$ cat src/rtl/uart_rx_os.sv
// uart_rx_os: oversampling 8N1-style serial receiver
// with a one-deep holding register and sticky errors.
module uart_rx_os #(
   parameter int INCLK      = 50000000,
   parameter int BAUD       = 9600,
   parameter int OVERSAMPLE = 16,
   parameter int DATABITS   = 8
) (
   input  logic       clk,
   input  logic       async_reset,
   input  logic       rx,
   input  logic       rd,
   output logic [7:0] data,
   output logic       valid,
   output logic       overrun,
   output logic       framing_err,
   output logic       busy
);

   localparam int DIV = INCLK / (BAUD * OVERSAMPLE);
   localparam logic [15:0] DIV_M1 = 16'(DIV - 1);
   localparam int SW = $clog2(OVERSAMPLE);
   localparam logic [SW-1:0] HALF_C = SW'(OVERSAMPLE / 2);
   localparam logic [SW-1:0] LAST_C = SW'(OVERSAMPLE - 1);
   localparam logic [3:0] BLAST_C = 4'(DATABITS - 1);

   typedef enum logic [2:0] {
      S_IDLE,
      S_START,
      S_DATA,
      S_STOP,
      S_BRK
   } state_t;

   logic                rx_meta_q, rx_s_q;
   logic [15:0]         tcnt_q, tcnt_d;
   logic                tick;
   state_t              state_q, state_d;
   logic [SW-1:0]       scnt_q, scnt_d;
   logic [3:0]          bcnt_q, bcnt_d;
   logic [DATABITS-1:0] shreg_q, shreg_d;
   logic [7:0]          data_q, data_d;
   logic                valid_q, valid_d;
   logic                overrun_q, overrun_d;
   logic                ferr_q, ferr_d;
   logic                deliver, frame_bad;

   // two-flop synchroniser, idles high so reset looks like a quiet line
   always_ff @(posedge clk or posedge async_reset) begin
      if (async_reset) begin
         rx_meta_q <= 1'b1;
         rx_s_q    <= 1'b1;
      end else begin
         rx_meta_q <= rx;
         rx_s_q    <= rx_meta_q;
      end
   end

   // free-running sample tick; never resynchronised to the start edge
   always_comb begin
      tick   = (tcnt_q == DIV_M1);
      tcnt_d = tick ? 16'd0 : tcnt_q + 16'd1;
   end

   // receive sequencer: all decisions are taken on tick cycles
   always_comb begin
      state_d   = state_q;
      scnt_d    = scnt_q;
      bcnt_d    = bcnt_q;
      shreg_d   = shreg_q;
      deliver   = 1'b0;
      frame_bad = 1'b0;
      if (tick) begin
         unique case (state_q)
            S_IDLE: begin
               if (!rx_s_q) begin
                  state_d = S_START;
                  scnt_d  = SW'(1);
               end
            end
            S_START: begin
               if (scnt_q == HALF_C) begin
                  scnt_d = '0;
                  if (rx_s_q) begin
                     state_d = S_IDLE;
                  end else begin
                     bcnt_d  = '0;
                     state_d = S_DATA;
                  end
               end else begin
                  scnt_d = scnt_q + 1'b1;
               end
            end
            S_DATA: begin
               if (scnt_q == LAST_C) begin
                  shreg_d = {rx_s_q, shreg_q[DATABITS-1:1]};
                  scnt_d  = '0;
                  bcnt_d  = bcnt_q + 4'd1;
                  if (bcnt_q == BLAST_C) begin
                     state_d = S_STOP;
                  end
               end else begin
                  scnt_d = scnt_q + 1'b1;
               end
            end
            S_STOP: begin
               if (scnt_q == LAST_C) begin
                  scnt_d = '0;
                  if (rx_s_q) begin
                     deliver = 1'b1;
                     state_d = S_IDLE;
                  end else begin
                     frame_bad = 1'b1;
                     state_d   = S_BRK;
                  end
               end else begin
                  scnt_d = scnt_q + 1'b1;
               end
            end
            S_BRK: begin
               if (rx_s_q) begin
                  state_d = S_IDLE;
               end
            end
            default: begin
               state_d = S_IDLE;
               scnt_d  = '0;
            end
         endcase
      end
   end

   // holding register and sticky flags; a set beats a same-cycle rd
   always_comb begin
      data_d    = data_q;
      valid_d   = valid_q & ~rd;
      overrun_d = overrun_q & ~rd;
      ferr_d    = ferr_q & ~rd;
      if (deliver) begin
         if (!valid_q || rd) begin
            data_d  = 8'(shreg_q);
            valid_d = 1'b1;
         end else begin
            overrun_d = 1'b1;
         end
      end
      if (frame_bad) begin
         ferr_d = 1'b1;
      end
   end

   // state and datapath registers
   always_ff @(posedge clk or posedge async_reset) begin
      if (async_reset) begin
         tcnt_q    <= '0;
         state_q   <= S_IDLE;
         scnt_q    <= '0;
         bcnt_q    <= '0;
         shreg_q   <= '0;
         data_q    <= '0;
         valid_q   <= 1'b0;
         overrun_q <= 1'b0;
         ferr_q    <= 1'b0;
      end else begin
         tcnt_q    <= tcnt_d;
         state_q   <= state_d;
         scnt_q    <= scnt_d;
         bcnt_q    <= bcnt_d;
         shreg_q   <= shreg_d;
         data_q    <= data_d;
         valid_q   <= valid_d;
         overrun_q <= overrun_d;
         ferr_q    <= ferr_d;
      end
   end

   assign data        = data_q;
   assign valid       = valid_q;
   assign overrun     = overrun_q;
   assign framing_err = ferr_q;
   assign busy        = (state_q != S_IDLE);

endmodule

$ cat config.mk
export PLATFORM = sky130hd
export DESIGN_NAME = uart_rx_os
export DESIGN_NICKNAME = d
export VERILOG_FILES = /design/src/rtl/uart_rx_os.sv
export SDC_FILE = /design/constraint.sdc
export NUM_CORES = 1
export LEC_CHECK = 0
export CORE_ASPECT_RATIO = 2
export CORE_MARGIN = 8
export CORE_UTILIZATION = 45
export DETAILED_ROUTE_END_ITERATION = 8
export GPL_ROUTABILITY_DRIVEN = 1
export REMOVE_ABC_BUFFERS = 1
export SLEW_MARGIN = 20
export SYNTH_ARGS = -nofsm -noshare
export SYNTH_HDL_FRONTEND = slang
export SYNTH_SLANG_ARGS = --single-unit
$ cat constraint.sdc
create_clock -name clk -period 4.1 [get_ports clk]
set_input_delay 0.82 -clock clk [delete_from_list [all_inputs] [get_ports clk]]
set_output_delay 0.82 -clock clk [all_outputs]
set_load 0.03 [all_outputs]
**Yosys cells after proc, flatten, opt, wreduce, memory -nomap -nowiden**

Cells that the tools add are included.
W data, S select, Z words.

- $add $sub $neg: 3
- Eq/ne operators: 15
- Multiplexer cells: 31
- Bitwise logic cells: 5
- Reductions and logical operators: 11

Operators with widths:

| kind | count |
|---|---|
| $mux W4 | 6 |
| $mux W3 | 7 |
| $add A16 B1 Y16 const B | 1 |
| $eq A16 B9 Y1 const B | 1 |
| $mux W16 | 1 |
| $pmux W4 S4 | 1 |
| $pmux W3 S5 | 1 |
| $ne A2 B2 Y1 const B | 7 |
| $mux W1 | 13 |
| $add A4 B1 Y4 const B | 2 |
| $eq A4 B4 Y1 const B | 2 |
| $pmux W4 S2 | 1 |
| $reduce_and A7 Y1 | 1 |
| $eq A3 B2 Y1 const B | 2 |
| $reduce_and A3 Y1 | 2 |
| $reduce_and A5 Y1 | 1 |
| $eq A4 B3 Y1 const B | 1 |
| $and A1 B1 Y1 | 3 |
| $eq A3 B1 Y1 const B | 1 |
| $eq A3 B3 Y1 const B | 1 |
| $logic_not A3 Y1 | 1 |
| $reduce_bool A3 Y1 | 1 |
| $mux W2 | 1 |
| $not A1 Y1 | 2 |
| other kinds (5) | 5 |

- Bits in registers: 48
- Input bits: 4
- Logic and storage cells: 76

**Logic depth before layout (Yosys ltp)**

Gate-level depths: netlist of the first run.

- Depth after elaboration: 5
- Mapped depth: 7
- Gate-level depth less buffers: 6

**Least setup slack after synthesis of the first run**

OpenSTA, ideal clock, no wires.

- Path type: reg2reg
- From: register tcnt_q[7]
- To: register state_q[0]
- Setup time: 0.125 ns
- Data arrival time: 1.824 ns
- Path slack: 2.151 ns
- Cell stages (with the launch flop): 5
- Buffers on the path: 0
- Cell sequence: dfrtp_1 > nor4b_4 > nand4_4 > nor4_2 > mux2_2

- Word-level cells in the longest chain between the ends: 2

RTL lines:

| element | line | source |
|---|---|---|
| start, declared | 36 | `logic [15:0] tcnt_q, tcnt_d;` |
| start signal, assigned | 165 | `tcnt_q <= tcnt_d;` |
| $eq A16 B9 Y1 | 61 | `tick = (tcnt_q == DIV_M1);` |
| $reduce_and A7 Y1 (no line) | -- |  |
| end signal, assigned | 166 | `state_q <= state_d;` |
| end, declared | 38 | `state_t state_q, state_d;` |

No other way between the ends.
A chain may end at the register's enable or synchronous reset.

**Final worst setup path of the first run**

- From: register state_q[1]
- To: output busy

- Word-level cells in the longest chain between the ends: 1

RTL lines:

| element | line | source |
|---|---|---|
| $reduce_bool A3 Y1 | 181 | `assign busy = (state_q != S_IDLE);` |
| end, declared | 17 | `output logic busy` |

No other way between the ends.

==> summary.md, run 1 <==
| Metric | Value |
|---|---|
| Status | `finished, final reports clean` |
| Synthesized-area fraction occupied by adder cells | `2.637%` |
| Final cell count without fillers | `276` |
| CP max stage cell | `clkdlybuf4s50_1` |
| Floorplan core area | `0.005139 mm2` |
| Placed Cells | `268` |
| Worst Setup Path Type | `reg2out` |
| Worst-case hold slack | `0.3615 ns` |
| Max-capacitance violation count | `0` |
| Max Fanout on Critical Path | `13` |
| Unique masters post-synth | `47` |
| Setup-failing EPs final | `0` |
| Synth async-reset ratio | `100.0%` |
| GP Congestion | `0.8550` |
| Buffer depth of the longest clock path | `2` |
| Top cell type's share of synthesized area | `48.52%` |
| Y dimension of the die | `118.7 um` |
| Vias per std cell | `5.920` |
| Main combinational cell family by area after synthesis | `simple AND/OR/NAND/NOR gates` |
| Tcrit/Tclk final | `64.42%` |
| Share of the synthesized area in compound gates (AO/OA/AOI/OAI) | `7.964%` |
| Number of gates resized after cts | `0` |
| Synth Warn # | `0` |
| Number of setup buffers added after CTS | `0` |
| First-pass GRT wire length | `8.404 mm` |
| Data arrival time at the worst-slack endpoint | `1.82 ns` |
| Cts bufs inserted | `5` |
| Post-synthesis instance area | `0.002372 mm2` |
| Worst relative slew slack | `42.32%` |
| Worst slew pin tran | `0.8599 ns` |
| Post-synthesis xor/xnor area fraction | `4.800%` |
| Area growth from synthesis to layout | `13.50%` |
| Avg Inst Size Synth | `11.80 um2` |
| Leakage power total | `1.231 nW` |
| Mean routed wirelength per cell | `17.73 um` |
| Remaining Overflow, GRT | `0` |
| Half-perimeter wire length after detailed placement | `3.643 mm` |
| Final-layout setup total negative slack | `0 ns` |
| Class of the tightest hold or removal check | `reg2reg` |
| Data required time at the worst endpoint | `3.28 ns` |
| Standard-cell rows | `37` |
| Fill cell count | `458` |
| Number of enable flip-flop cells after synthesis | `0` |
| Layout Skew | `0.01108 ns` |
| Unrepaired setup endpoints after global routing | `no` |
| Diodes inserted | `0` |
| Final Util | `52.40%` |
| Most frequent cells in the layout | `46 x dfrtp_1, 21 x mux2_2, 15 x nor2_1, 15 x clkdlybuf4s50_1, 13 x inv_1` |
| Total power density per cell area | `313.5 mW/mm2` |
| Final Total Pwr | `0.0008441 W` |
| IO Count | `16` |
| Maximum number of pins on one net before global-route repair | `26` |
| Final critical-path required period | `2.641 ns` |
| Category of the worst setup path launch point | `flip-flop` |
| Synthesized instance count | `201` |
| Final ANT Viol Nets | `0` |
| Starting utilization of the core area | `46.17%` |
| Final hold viol count | `0` |
| Series of cell instances along the critical path | `or3_1, clkdlybuf4s50_1` |
| Area of the multi-input gates | `0.001090 mm2` |
| Fmax | `378.6 MHz` |
| Sequential element share of the synthesized area | `50.74%` |
| Kind of cell adding the most delay to the critical path | `buffers and inverters` |
| Number of pins with negative max-slew slack in the final report | `0` |
| Worst VDD drop | `283.8 uV` |
| Vias after detailed routing | `1,634` |
| DRT Wirelength | `4.894 mm` |
| Seq. cell area | `0.001204 mm2` |
| Commonest register cell after synthesis | `dfrtp_1` |
| Clock root buffer | `clkbuf_8` |
| Count of unresolved DRC violations after routing | `0` |
| TritonCTS clock tree | `done` |
| Post-CTS clock slew at the launch and capture registers of the worst setup and hold paths | `0.09 ns` |
| Clock latency on the worst-skew pair | `0.30 ns` |
| Die width | `67.34 um` |
| Starting DRC count in detailed routing | `105` |
| Leading post-synthesis cells by cell area | `dfrtp_1 49%, mux2_2 10%, ha_1 2.6%` |
| Multiplexer share of the synthesized area | `9.968%` |
| CTS hold repair buffers | `0` |
| Critical path capture point type | `output pin` |
| Leading cell type in the layout, fill and taps excluded | `dfrtp_1` |
| Synth Register Bits | `48` |
| Count of buffer and inverter cells on the critical path | `1` |
| Longest individual stage delay on the worst path | `0.60 ns` |
| Count of nets after finishing | `226` |
| DRT Pass-1 Iters | `4` |
| Cell type with the largest total area after synthesis | `dfrtp_1` |
| IO Port Bufs | `15` |
| Initial antenna violation count | `0` |
| Fraction of layout cells with a size suffix above 1 | `20.18%` |
| Overall routing resource usage | `13.38%` |
| Die area | `0.007992 mm2` |
| Number of levels the H-tree was split into | `2` |
| Sink count of the clock tree | `48` |
| Number of global-route vias before repair | `1,756` |
| Simple-gate share of the synthesized area | `20.57%` |
flip-flops by register name, indices dropped and copies added (netlist names):
name	count
bcnt_q	4
shreg_q	8
tcnt_q	16
data	8
rx_meta_q	1
framing_err	1
rx_s_q	1
scnt_q	4
state_q	3
valid	1
overrun	1
logic make-up (layout without fill, tap and decap cells):
family	count (synthesis)	in the layout
xor gates and xnor gates	13	13
AOI/OAI and AO/OA	25	25
buffers and inverters	21	38
DFF	48	48
muxes	21	21
and+or+nand+nor	68	68
adders and majority gates	5	5
final timing paths:
check / depth (start not counted) / startpoint / slack, ns / to
worst max-delay path: 2 / state_q[1] / 1.46 / busy
worst min-delay path: 0 / rx_meta_q / 0.36 / rx_s_q
worst max register to register: 5 / scnt_q[0] / 1.96 / bcnt_q[2]
worst min register to register: 0 / rx_meta_q / 0.36 / rx_s_q
max in group asynchronous: 3 / async_reset / 2.41 / rx_s_q
min in group asynchronous: 2 / async_reset / 0.89 / state_q[0]
cell type report:
class / instances / share of cell area [%]
clock inverter: 3 / 1.766
timing repair buffer: 16 / 5.855
tap: 58 / 2.695
inverter: 14 / 1.952
multi-input combinational: 132 / 40.47
sequential: 48 / 44.70
clock buffer: 5 / 2.556
synthesized netlist by cell type (all sizes together), types with 4 or more instances:
master and instances:
dfrtp 46, mux2 21, nor2 15, inv 14
nor3 8, clkbuf 7, nand3 7, nand4 7
xor2 7, and3 6, xnor2 6, ha 5
o21ai 4
metrics by stage:
step | area, um2 | setup WS [ns]
2_1_floorplan | 2346 | 2.139
3_3_place_gp | 2576 | 1.801
3_5_place_dp | 2576 | 1.775
4_1_cts | 2693 | 1.439
5_1_grt | 2693 | 1.395
6_report | 2693 | 1.459
power by group:
group | switching [W] | internal, W
registers | 0.00000134 | 0.000475
logic | 0.0000110 | 0.00000451
clock network | 0.000168 | 0.000184
layer usage:
layer  GRT usage, %  vias up  part of all wire, %
li1               -      756                    -
met4          6.588        0                  2.9
met5              0        -                    0
met3          2.460       12                  3.4
met2          24.32       42                   58
met1          13.65      824                   36
(Power assumes the default switching activity.)
==> run 2: changes to the inputs <==
- clock period: 4.1 -> 2.49 ns (I/O delays scaled with it)
==> run 2 against run 1 <==
Register-to-register slack worse by 1.6 ns; routed wire length up 4.0%; critical path depth unchanged; highest routed layer unchanged; clock-buffer cell count unchanged; cell count unchanged; setup slack worse by 1.3 ns.
==> summary.md, run 2 (synthesis gave the netlist of run 1 again) <==
| Metric | Value |
|---|---|
| Status | `finished, final reports clean (unchanged)` |
| Mean routed wirelength per cell | `18.45 um (was 17.73 um)` |
| Most frequent cells in the layout | `46 x dfrtp_1, 21 x mux2_2, 15 x nor2_1, 15 x clkdlybuf4s50_1, 13 x inv_1 (unchanged)` |
| Layout Skew | `0.01086 ns (was 0.01108 ns)` |
| Die width | `67.34 um (unchanged)` |
| Worst slew pin tran | `0.7063 ns (was 0.8599 ns)` |
| Category of the worst setup path launch point | `flip-flop (unchanged)` |
| Worst reg2reg path endpoint | `bcnt_q[2] (unchanged)` |
| Post-CTS clock slew at the launch and capture registers of the worst setup and hold paths | `0.09 ns (about the same)` |
| Buffer depth of the longest clock path | `2 (unchanged)` |
| Series of cell instances along the critical path | `or3_1, clkdlybuf4s50_1 (unchanged)` |
| Sink count of the clock tree | `48 (unchanged)` |
| R2r startpoint | `tcnt_q[7] (was scnt_q[0])` |
| Data arrival time at the worst-slack endpoint | `1.86 ns (was 1.82 ns)` |
| First element of the critical path | `state_q[1] (unchanged)` |
| Die area | `0.007992 mm2 (unchanged)` |
| Largest register by flop count | `tcnt_q (unchanged)` |
| Worst relative slew slack | `52.62% (was 42.32%)` |
| Worst Setup Path Type | `reg2out (unchanged)` |
| Count of nets after finishing | `226 (unchanged)` |
| Maximum number of pins on one net before global-route repair | `31 (was 26)` |
| Worst-case hold slack | `0.3642 ns (was 0.3615 ns)` |
| Vias after detailed routing | `1,601 (was 1,634)` |
| Number of gates resized after cts | `0 (unchanged)` |
| FF-to-FF setup slack | `0.33 ns (was 1.96 ns)` |
| First-pass GRT wire length | `8.549 mm (was 8.404 mm)` |
| Overall routing resource usage | `13.58% (was 13.38%)` |
| Clock root buffer | `clkbuf_8 (unchanged)` |
| Final critical-path required period | `2.359 ns` |
| Kind of cell adding the most delay to the critical path | `buffers and inverters (unchanged)` |
| DRT Pass-1 Iters | `4 (unchanged)` |
| Stages on worst setup path | `2 (unchanged)` |
| Number of global-route vias before repair | `1,756 (unchanged)` |
| Critical path capture point type | `output pin (unchanged)` |
| Leading cell type in the layout, fill and taps excluded | `dfrtp_1 (unchanged)` |
| Leakage power total | `1.232 nW (was 1.231 nW)` |
| CP max stage cell | `clkdlybuf4s50_1 (unchanged)` |
| Largest register FFs | `16 (unchanged)` |
| Combinational fraction of design power | `2.0% (was 1.8%)` |
| Fraction of layout cells with a size suffix above 1 | `20.18% (unchanged)` |
| Final Util | `52.62% (was 52.40%)` |
| Fmax | `423.9 MHz` |
| Floorplan core area | `0.005139 mm2 (unchanged)` |
| GP Congestion | `0.8479 (was 0.8550)` |
| Final-layout setup total negative slack | `0 ns (unchanged)` |
| Final ANT Viol Nets | `0 (unchanged)` |
| Worst VDD drop | `523.1 uV (was 283.8 uV)` |
| Fraction of power consumed by sequential logic | `56.5% (was 56.4%)` |
| Half-perimeter wire length after detailed placement | `3.681 mm (was 3.643 mm)` |
| Starting DRC count in detailed routing | `76 (was 105)` |
| Fill cell count | `449 (was 458)` |
| Switching power total | `0.0002931 W (was 0.0001808 W)` |
| Class of the tightest hold or removal check | `reg2reg (unchanged)` |
| TritonCTS clock tree | `done (unchanged)` |
| Number of setup buffers added after CTS | `0 (unchanged)` |
| Data required time at the worst endpoint | `1.99 ns (was 3.28 ns)` |
| Number of pins with negative max-slew slack in the final report | `0 (unchanged)` |
| Standard-cell rows | `37 (unchanged)` |
| Count of buffer and inverter cells on the critical path | `1 (unchanged)` |
| IO Port Bufs | `15 (unchanged)` |
| Vias per std cell | `5.801 (was 5.920)` |
| Tcrit/Tclk final | `94.74%` |
| Setup-failing EPs final | `0 (unchanged)` |
| Final hold viol count | `0 (unchanged)` |
| Y dimension of the die | `118.7 um (unchanged)` |
| Destination of the critical timing path | `busy (unchanged)` |
| Cts bufs inserted | `5 (unchanged)` |
| Diodes inserted | `0 (unchanged)` |
| Clock latency on the worst-skew pair | `0.30 ns (about the same)` |
| DRT Wirelength | `5.091 mm (was 4.894 mm)` |
| IO Count | `16 (unchanged)` |
| Switching power share of the total | `21.13% (was 21.42%)` |
| Starting utilization of the core area | `46.17% (unchanged)` |
| Max-capacitance violation count | `0 (unchanged)` |
| Number of levels the H-tree was split into | `2 (unchanged)` |
| CTS hold repair buffers | `0 (unchanged)` |
| Int Power | `0.001094 W (was 0.0006633 W)` |
| Longest individual stage delay on the worst path | `0.60 ns (about the same)` |
| Initial antenna violation count | `0 (unchanged)` |
| Unrepaired setup endpoints after global routing | `no (unchanged)` |
| Area growth from synthesis to layout | `13.98% (was 13.50%)` |
| Worst Reg2Reg Path Length in Cells | `4 (was 5)` |
| Remaining Overflow, GRT | `0 (unchanged)` |
| Max Fanout on Critical Path | `13 (unchanged)` |
| Total power density per cell area | `513.1 mW/mm2 (was 313.5 mW/mm2)` |
| Cell area after layout | `0.002704 mm2 (was 0.002693 mm2)` |
| Placed standard-cell area | `0.002589 mm2 (was 0.002576 mm2)` |
| Part of the total power dissipated in the clock network | `41.4% (was 41.8%)` |
| Count of unresolved DRC violations after routing | `0 (unchanged)` |
run 2: through the flow:
step / worst slack, ns / total power [W] / std cells
2_1_floorplan: 0.5411 / 0.0008138 / 194
6_report: 0.1309 / 0.001387 / 276
4_1_cts: 0.1519 / 0.001402 / 276
3_3_place_gp: 0.4246 / 0.0008278 / 268
5_1_grt: 0.09053 / 0.001444 / 276
3_5_place_dp: 0.3499 / 0.0008292 / 268
run 2: worst min-delay path by stage:
stage / start / endpoint / slack (ns) / cells past startpoint
floorplan: rx_meta_q / rx_s_q / 0.35 / 0
global placement: rx_meta_q / rx_s_q / 0.35 / 0
detailed placement: rx_meta_q / rx_s_q / 0.35 / 0
CTS: rx_meta_q / rx_s_q / 0.37 / 0
global route: rx_meta_q / rx_s_q / 0.37 / 0
finish: rx_meta_q / rx_s_q / 0.36 / 0
run 2: final cells by class:
cell class / count / area (um2) / area share, %
Clock buffer: 5 / 68.82 / 2.545
Sequential cell: 48 / 1204 / 44.52
Tap cell: 58 / 72.57 / 2.684
Multi-Input combinational cell: 132 / 1090 / 40.31
Timing Repair Buffer: 16 / 170.2 / 6.293
Inverter: 14 / 52.55 / 1.944
Clock inverter: 3 / 46.29 / 1.712
run 2: power groups by stage:
| stage | clock (W) | combinational (W) | sequential, W |
|---|---|---|---|
| floorplan | 0 | 0.0000151 | 0.000799 |
| global placement | 0 | 0.0000280 | 0.000800 |
| detailed placement | 0 | 0.0000293 | 0.000800 |
| CTS | 0.000588 | 0.0000294 | 0.000785 |
| global route | 0.000627 | 0.0000328 | 0.000785 |
| finish | 0.000575 | 0.0000283 | 0.000785 |
run 2: layer usage:
layer	routed length (um)	track usage (%)
met5	0	0
met4	75	5.929
met3	135	2.460
met2	2885	23.78
met1	1995	15.08
run 2: worst reg2reg max path: cells and delay by family, from the launching register on:
kind | cells | cell delay [ns]
DFF | 1 | 0.48
AOI/OAI and AO/OA | 2 | 0.87
and+or+nand+nor | 2 | 0.70
==> run 3: changes to the inputs <==
- clock period: 2.49 -> 2.3 ns (I/O delays scaled with it)
==> run 3 against run 2 <==
Setup slack better by 0.060 ns; sequential power is 8.2% higher; global-route usage fell by 0.68 points.
==> summary.md, run 3 (synthesis gave the netlist of run 1 again) <==
| Metric | Value |
|---|---|
| Status | `finished, final reports clean (unchanged)` |
| Leading cell type in the layout, fill and taps excluded | `dfrtp_1 (unchanged)` |
| Die width | `67.34 um (unchanged)` |
| Area growth from synthesis to layout | `15.30% (was 13.98%)` |
| Post-route setup slack | `0.1914 ns (was 0.1309 ns)` |
| CP max stage cell | `dfrtp_1 (was clkdlybuf4s50_1)` |
| Tcrit/Tclk final | `91.68%` |
| Category of the worst setup path launch point | `flip-flop (unchanged)` |
| First-pass GRT wire length | `8.114 mm (was 8.549 mm)` |
| Worst slew pin tran | `0.5122 ns (was 0.7063 ns)` |
| Buffer depth of the longest clock path | `2 (unchanged)` |
| Clock root buffer | `clkbuf_8 (unchanged)` |
| TritonCTS clock tree | `done (unchanged)` |
| Final Total Pwr | `0.001516 W (was 0.001387 W)` |
| Data required time at the worst endpoint | `2.49 ns (was 1.99 ns)` |
| Largest register FFs | `16 (unchanged)` |
| GP Congestion | `0.8505 (was 0.8479)` |
| Starting utilization of the core area | `46.17% (unchanged)` |
| R2r startpoint | `tcnt_q[7] (unchanged)` |
| Y dimension of the die | `118.7 um (unchanged)` |
| Vias after detailed routing | `1,609 (was 1,601)` |
| Setup-failing EPs final | `0 (unchanged)` |
| Longest individual stage delay on the worst path | `0.47 ns (was 0.60 ns)` |
| DRT Wirelength | `4.616 mm (was 5.091 mm)` |
| Number of setup buffers added after CTS | `0 (unchanged)` |
| Most frequent cells in the layout | `46 x dfrtp_1, 21 x mux2_2, 15 x nor2_1, 14 x clkdlybuf4s50_1, 13 x inv_1 (was 46 x dfrtp_1, 21 x mux2_2, 15 x nor2_1, 15 x clkdlybuf4s50_1, 13 x inv_1)` |
| Worst reg2reg path endpoint | `state_q[1] (was bcnt_q[2])` |
| Worst VDD drop | `509.4 uV (was 523.1 uV)` |
| Half-perimeter wire length after detailed placement | `3.474 mm (was 3.681 mm)` |
| Total power density per cell area | `554.1 mW/mm2 (was 513.1 mW/mm2)` |
| Post-CTS clock slew at the launch and capture registers of the worst setup and hold paths | `0.09 ns (about the same)` |
| Worst relative slew slack | `65.75% (was 52.62%)` |
| Cts bufs inserted | `5 (unchanged)` |
| Final hold viol count | `0 (unchanged)` |
| CTS hold repair buffers | `0 (unchanged)` |
| Unrepaired setup endpoints after global routing | `no (unchanged)` |
| Maximum number of pins on one net before global-route repair | `49 (was 31)` |
| Fmax | `474.2 MHz` |
| Worst Setup Path Type | `reg2reg (was reg2out)` |
| DRT Pass-1 Iters | `4 (unchanged)` |
| Standard-cell rows | `37 (unchanged)` |
| Die area | `0.007992 mm2 (unchanged)` |
| Worst slack after detailed placement | `0.1548 ns (was 0.3499 ns)` |
| Floorplan core area | `0.005139 mm2 (unchanged)` |
| Critical path capture point type | `flip-flop (was output pin)` |
| Layout Skew | `0.009023 ns (was 0.01086 ns)` |
| Destination of the critical timing path | `state_q[1] (was busy)` |
| Clock latency on the worst-skew pair | `0.30 ns (about the same)` |
| First element of the critical path | `tcnt_q[7] (was state_q[1])` |
| Number of global-route vias before repair | `1,766 (was 1,756)` |
| Final-layout setup total negative slack | `0 ns (unchanged)` |
| Max Fanout on Critical Path | `6 (was 13)` |
| FF-to-FF setup slack | `0.19 ns (was 0.33 ns)` |
| Count of unresolved DRC violations after routing | `0 (unchanged)` |
| IO Port Bufs | `15 (unchanged)` |
| Vias per std cell | `5.767 (was 5.801)` |
| Leakage power total | `1.272 nW (was 1.232 nW)` |
| Worst Reg2Reg Path Length in Cells | `4 (unchanged)` |
| Remaining Overflow, GRT | `0 (unchanged)` |
| Series of cell instances along the critical path | `nor4b_4, nand4_4, nor4_2, mux2_2 (was or3_1, clkdlybuf4s50_1)` |
| Fraction of layout cells with a size suffix above 1 | `21.27% (was 20.18%)` |
| Number of gates resized after cts | `0 (unchanged)` |
| Mean routed wirelength per cell | `16.54 um (was 18.45 um)` |
| Diodes inserted | `0 (unchanged)` |
| Data arrival time at the worst-slack endpoint | `2.30 ns (was 1.86 ns)` |
| Final ANT Viol Nets | `0 (unchanged)` |
| Fill cell count | `454 (was 449)` |
| Sink count of the clock tree | `48 (unchanged)` |
| IO Count | `16 (unchanged)` |
| Max-capacitance violation count | `0 (unchanged)` |
| Count of nets after finishing | `229 (was 226)` |
| Initial antenna violation count | `0 (unchanged)` |
| Final critical-path required period | `2.109 ns` |
| Origin of the worst min-delay path | `rx_meta_q (unchanged)` |
| Starting DRC count in detailed routing | `79 (was 76)` |
| Number of pins with negative max-slew slack in the final report | `0 (unchanged)` |
| Overall routing resource usage | `12.90% (was 13.58%)` |
| Class of the tightest hold or removal check | `reg2reg (unchanged)` |
| Number of levels the H-tree was split into | `2 (unchanged)` |
| Largest register by flop count | `tcnt_q (unchanged)` |
[run 3: cell count changes in the layout (fill, tap and decap cells not counted)]
cell | before | now
dlymetal6s2s_1 | 0 | 1
clkinv_4 | 0 | 1
clkdlybuf4s50_1 | 15 | 14
clkinvlp_4 | 1 | 0
buf_4 | 0 | 3
inv_6 | 1 | 0
clkbuf_8 | 5 | 6
[run 3: final cells by class]
| type | count | area (um2) | share of cell area [%] |
|---|---|---|---|
| Timing Repair Buffer | 19 | 195.2 | 7.136 |
| Inverter | 14 | 52.55 | 1.921 |
| Sequential cell | 48 | 1204 | 44.01 |
| Multi-Input combinational cell | 132 | 1090 | 39.84 |
| Clock buffer | 6 | 82.58 | 3.019 |
| Clock inverter | 2 | 38.79 | 1.418 |
| Tap cell | 58 | 72.57 | 2.653 |
[run 3: worst min path at each step]
stage,end,slack (ns),cells past startpoint
global route,rx_s_q,0.36,0
global placement,rx_s_q,0.35,0
CTS,rx_s_q,0.36,0
finish,rx_s_q,0.36,0
floorplan,rx_s_q,0.35,0
detailed placement,rx_s_q,0.35,0
[run 3: metal layers]
metal,routed length [um],track usage [%]
met1,1756,13.44
met4,131,7.246
met5,0,0
met3,123,2.365
met2,2604,22.76
[run 3: power breakdown]
part	internal, W	switching, W	total [W]
sequential	0.000846	0.00000251	0.000849
clock	0.000356	0.000281	0.000636
combinational	0.0000105	0.0000198	0.0000304
total	0.00121	0.000303	0.00152
[run 3: metrics by stage]
stage	utilization, %	area (um2)	hold WS (ns)	cells
4_1_cts	53.18	2733	0.3607	279
6_report	53.23	2735	0.3596	279
3_5_place_dp	50.82	2611	0.3478	271
2_1_floorplan	-	2346	0.3452	194
3_3_place_gp	50.82	2611	0.3481	271
5_1_grt	53.23	2735	0.3636	279
[run 3: worst max-delay path: cells and delay by family, from the launching register on]
kind | cells | cell delay [ns]
muxes | 1 | 0.38
and+or+nand+nor | 3 | 1.16
DFF | 1 | 0.47
==> variant (flow settings as in run 3) <==
Add an input register stage for `rx` and `rd`; this delays them by one clock. Comments in the files are not updated.
--- a/src/rtl/uart_rx_os.sv
+++ b/src/rtl/uart_rx_os.sv
@@ -33,4 +33,12 @@
    } state_t;
 
+   logic rx_q;
+   logic rd_q;
+
+   always_ff @(posedge clk) begin
+      rx_q <= rx;
+      rd_q <= rd;
+   end
+
    logic                rx_meta_q, rx_s_q;
    logic [15:0]         tcnt_q, tcnt_d;
@@ -52,5 +60,5 @@
          rx_s_q    <= 1'b1;
       end else begin
-         rx_meta_q <= rx;
+         rx_meta_q <= rx_q;
          rx_s_q    <= rx_meta_q;
       end
@@ -134,9 +142,9 @@
    always_comb begin
       data_d    = data_q;
-      valid_d   = valid_q & ~rd;
-      overrun_d = overrun_q & ~rd;
-      ferr_d    = ferr_q & ~rd;
+      valid_d   = valid_q & ~rd_q;
+      overrun_d = overrun_q & ~rd_q;
+      ferr_d    = ferr_q & ~rd_q;
       if (deliver) begin
-         if (!valid_q || rd) begin
+         if (!valid_q || rd_q) begin
             data_d  = 8'(shreg_q);
             valid_d = 1'b1;
Behaviour: same outputs for any inputs over 10 cycles, from zero or initial values and one cycle with async_reset high; that may be too few to reach the edited logic, so the function may still have changed.
==> variant against run 3 <==
Maximum frequency is 5.2% lower; critical path type is now reg -> out; power grew 1.9%; worst setup slack lost 110 ps; area after synthesis rose by 1.7%; register-to-register slack worse by 30 ps; via count down 3.0%; clock skew increased by 2.8 ps; non-clock buffer count rose by 1; largest power group unchanged; final area grew 1.6%; routed wire length shrank 6.4%; sequential cell count is 2 higher; synthesized cell count is 1.0% higher; largest cell class unchanged; count of clock-buffer cells in the layout is 1 higher.
==> variant: results (changes against run 3) <==
| Quantity | This run | vs run 3 |
| --- | --- | --- |
| Crit path DAT | 1760 ps | was 2300 ps |
| Total global routing track utilization | 11.7% | was 12.9% |
| Average wire length per cell after detail routing | 15.2 µm | was 16.5 µm |
| Share of synthesized registers carrying an async set or reset | 96.0% | was 100% |
| Share of post-route cells with drive strength above 1 | 21.4% | was 21.3% |
| Worst-path cell with the longest stage delay | clkdlybuf4s50_1 | was dfrtp_1 |
| Outcome | finished, final reports clean | unchanged |
| Largest cells by area after synthesis | dfrtp_1 48%, mux2_2 9.8%, ha_1 2.6% | was dfrtp_1 49%, mux2_2 10%, ha_1 2.6% |
| GP Congestion | 0.831 | was 0.851 |
| Met1 Wirelength | 2.05 mm | was 1.76 mm |
| Average footprint of a synthesized cell | 11.9 µm² | was 11.8 µm² |
| Met2 wire length | 1.92 mm | was 2.60 mm |
| Layout fillers | 455 | was 454 |
| Via count of the first global-routing pass | 1604 | was 1766 |
| Hpwl dp | 2.98 mm | was 3.47 mm |
| Distinct cell type count of the synthesized netlist | 48 | was 47 |
| Pre-CTS setup slack | 201 ps | was 155 ps |
| Filler-free cell count of the finished design | 284 | was 279 |
| Largest stage delay on the critical path | 600 ps | was 470 ps |
| Sequential share of the synthesized area | 51.6% | was 50.7% |
| Worst max-slew margin expressed relative to the limit | 66.2% | was 65.7% |
| Sequential cell area | 1240 µm² | was 1200 µm² |
| Layout Skew | 11.9 ps | was 9.02 ps |
| First-pass GRT wire length | 7.53 mm | was 8.11 mm |
| Maximum fanout encountered on the critical timing path | 13 | was 6 |
[variant: worst reg2reg max path: stages, from the launching register on]
cell and delay [ps]:
dfrtp_1 460, nor4b_4 450, nand4_4 220, nor4_2 500
mux2_2 390
[variant: final timing paths]
path | startpoint | slack [ps] | endpoint | depth (start not counted)
max | state_q[2]$_DFFE_PP0P_ | 80 | busy | 2
min | rx_q$_DFF_P_ | 300 | rx_meta_q$_DFF_PP1_ | 0
max reg2reg | tcnt_q[7]$_DFF_PP0_ | 160 | state_q[0]$_DFFE_PP0P_ | 4
min reg2reg | rx_q$_DFF_P_ | 300 | rx_meta_q$_DFF_PP1_ | 0
max in group asynchronous | async_reset | 1510 | rx_s_q$_DFF_PP1_ | 3
min in group asynchronous | async_reset | 520 | scnt_q[0]$_DFFE_PP0P_ | 3
[variant: kinds of logic (layout without fill, tap and decap cells)]
kind of cell	count (synthesis)	after routing	synth area share, %
and+or+nand+nor	68	68	20.2
DFF	50	50	51.6
AOI/OAI and AO/OA	25	25	7.83
muxes	21	21	9.80
buffers and inverters	21	42	3.27
xor gates and xnor gates	13	13	4.72
adders and majority gates	5	5	2.59
[variant: area by class of cell]
type	instances	area share (%)
multi-input cells	132	39.2
repair buffers	20	7.21
inverters	14	1.89
clock inverters	1	1.08
clock buffers	7	3.11
well taps	60	2.70
flip-flops and latches	50	44.8
[variant: report_power, final]
part / total [mW] / leakage (nW) / internal, mW / switching, mW
logic: 0.0298 / 0.551 / 0.0105 / 0.0192
registers: 0.886 / 0.666 / 0.883 / 0.00343
clock network: 0.628 / 0.0585 / 0.355 / 0.273
total: 1.54 / 1.28 / 1.25 / 0.296
[variant: per-layer routing]
layer  vias to the layer above  global-route usage, %
met5                         -                      0
met4                         0                   5.55
li1                        768                      -
met3                        10                   3.08
met2                        33                   16.6
met1                       749                   15.9
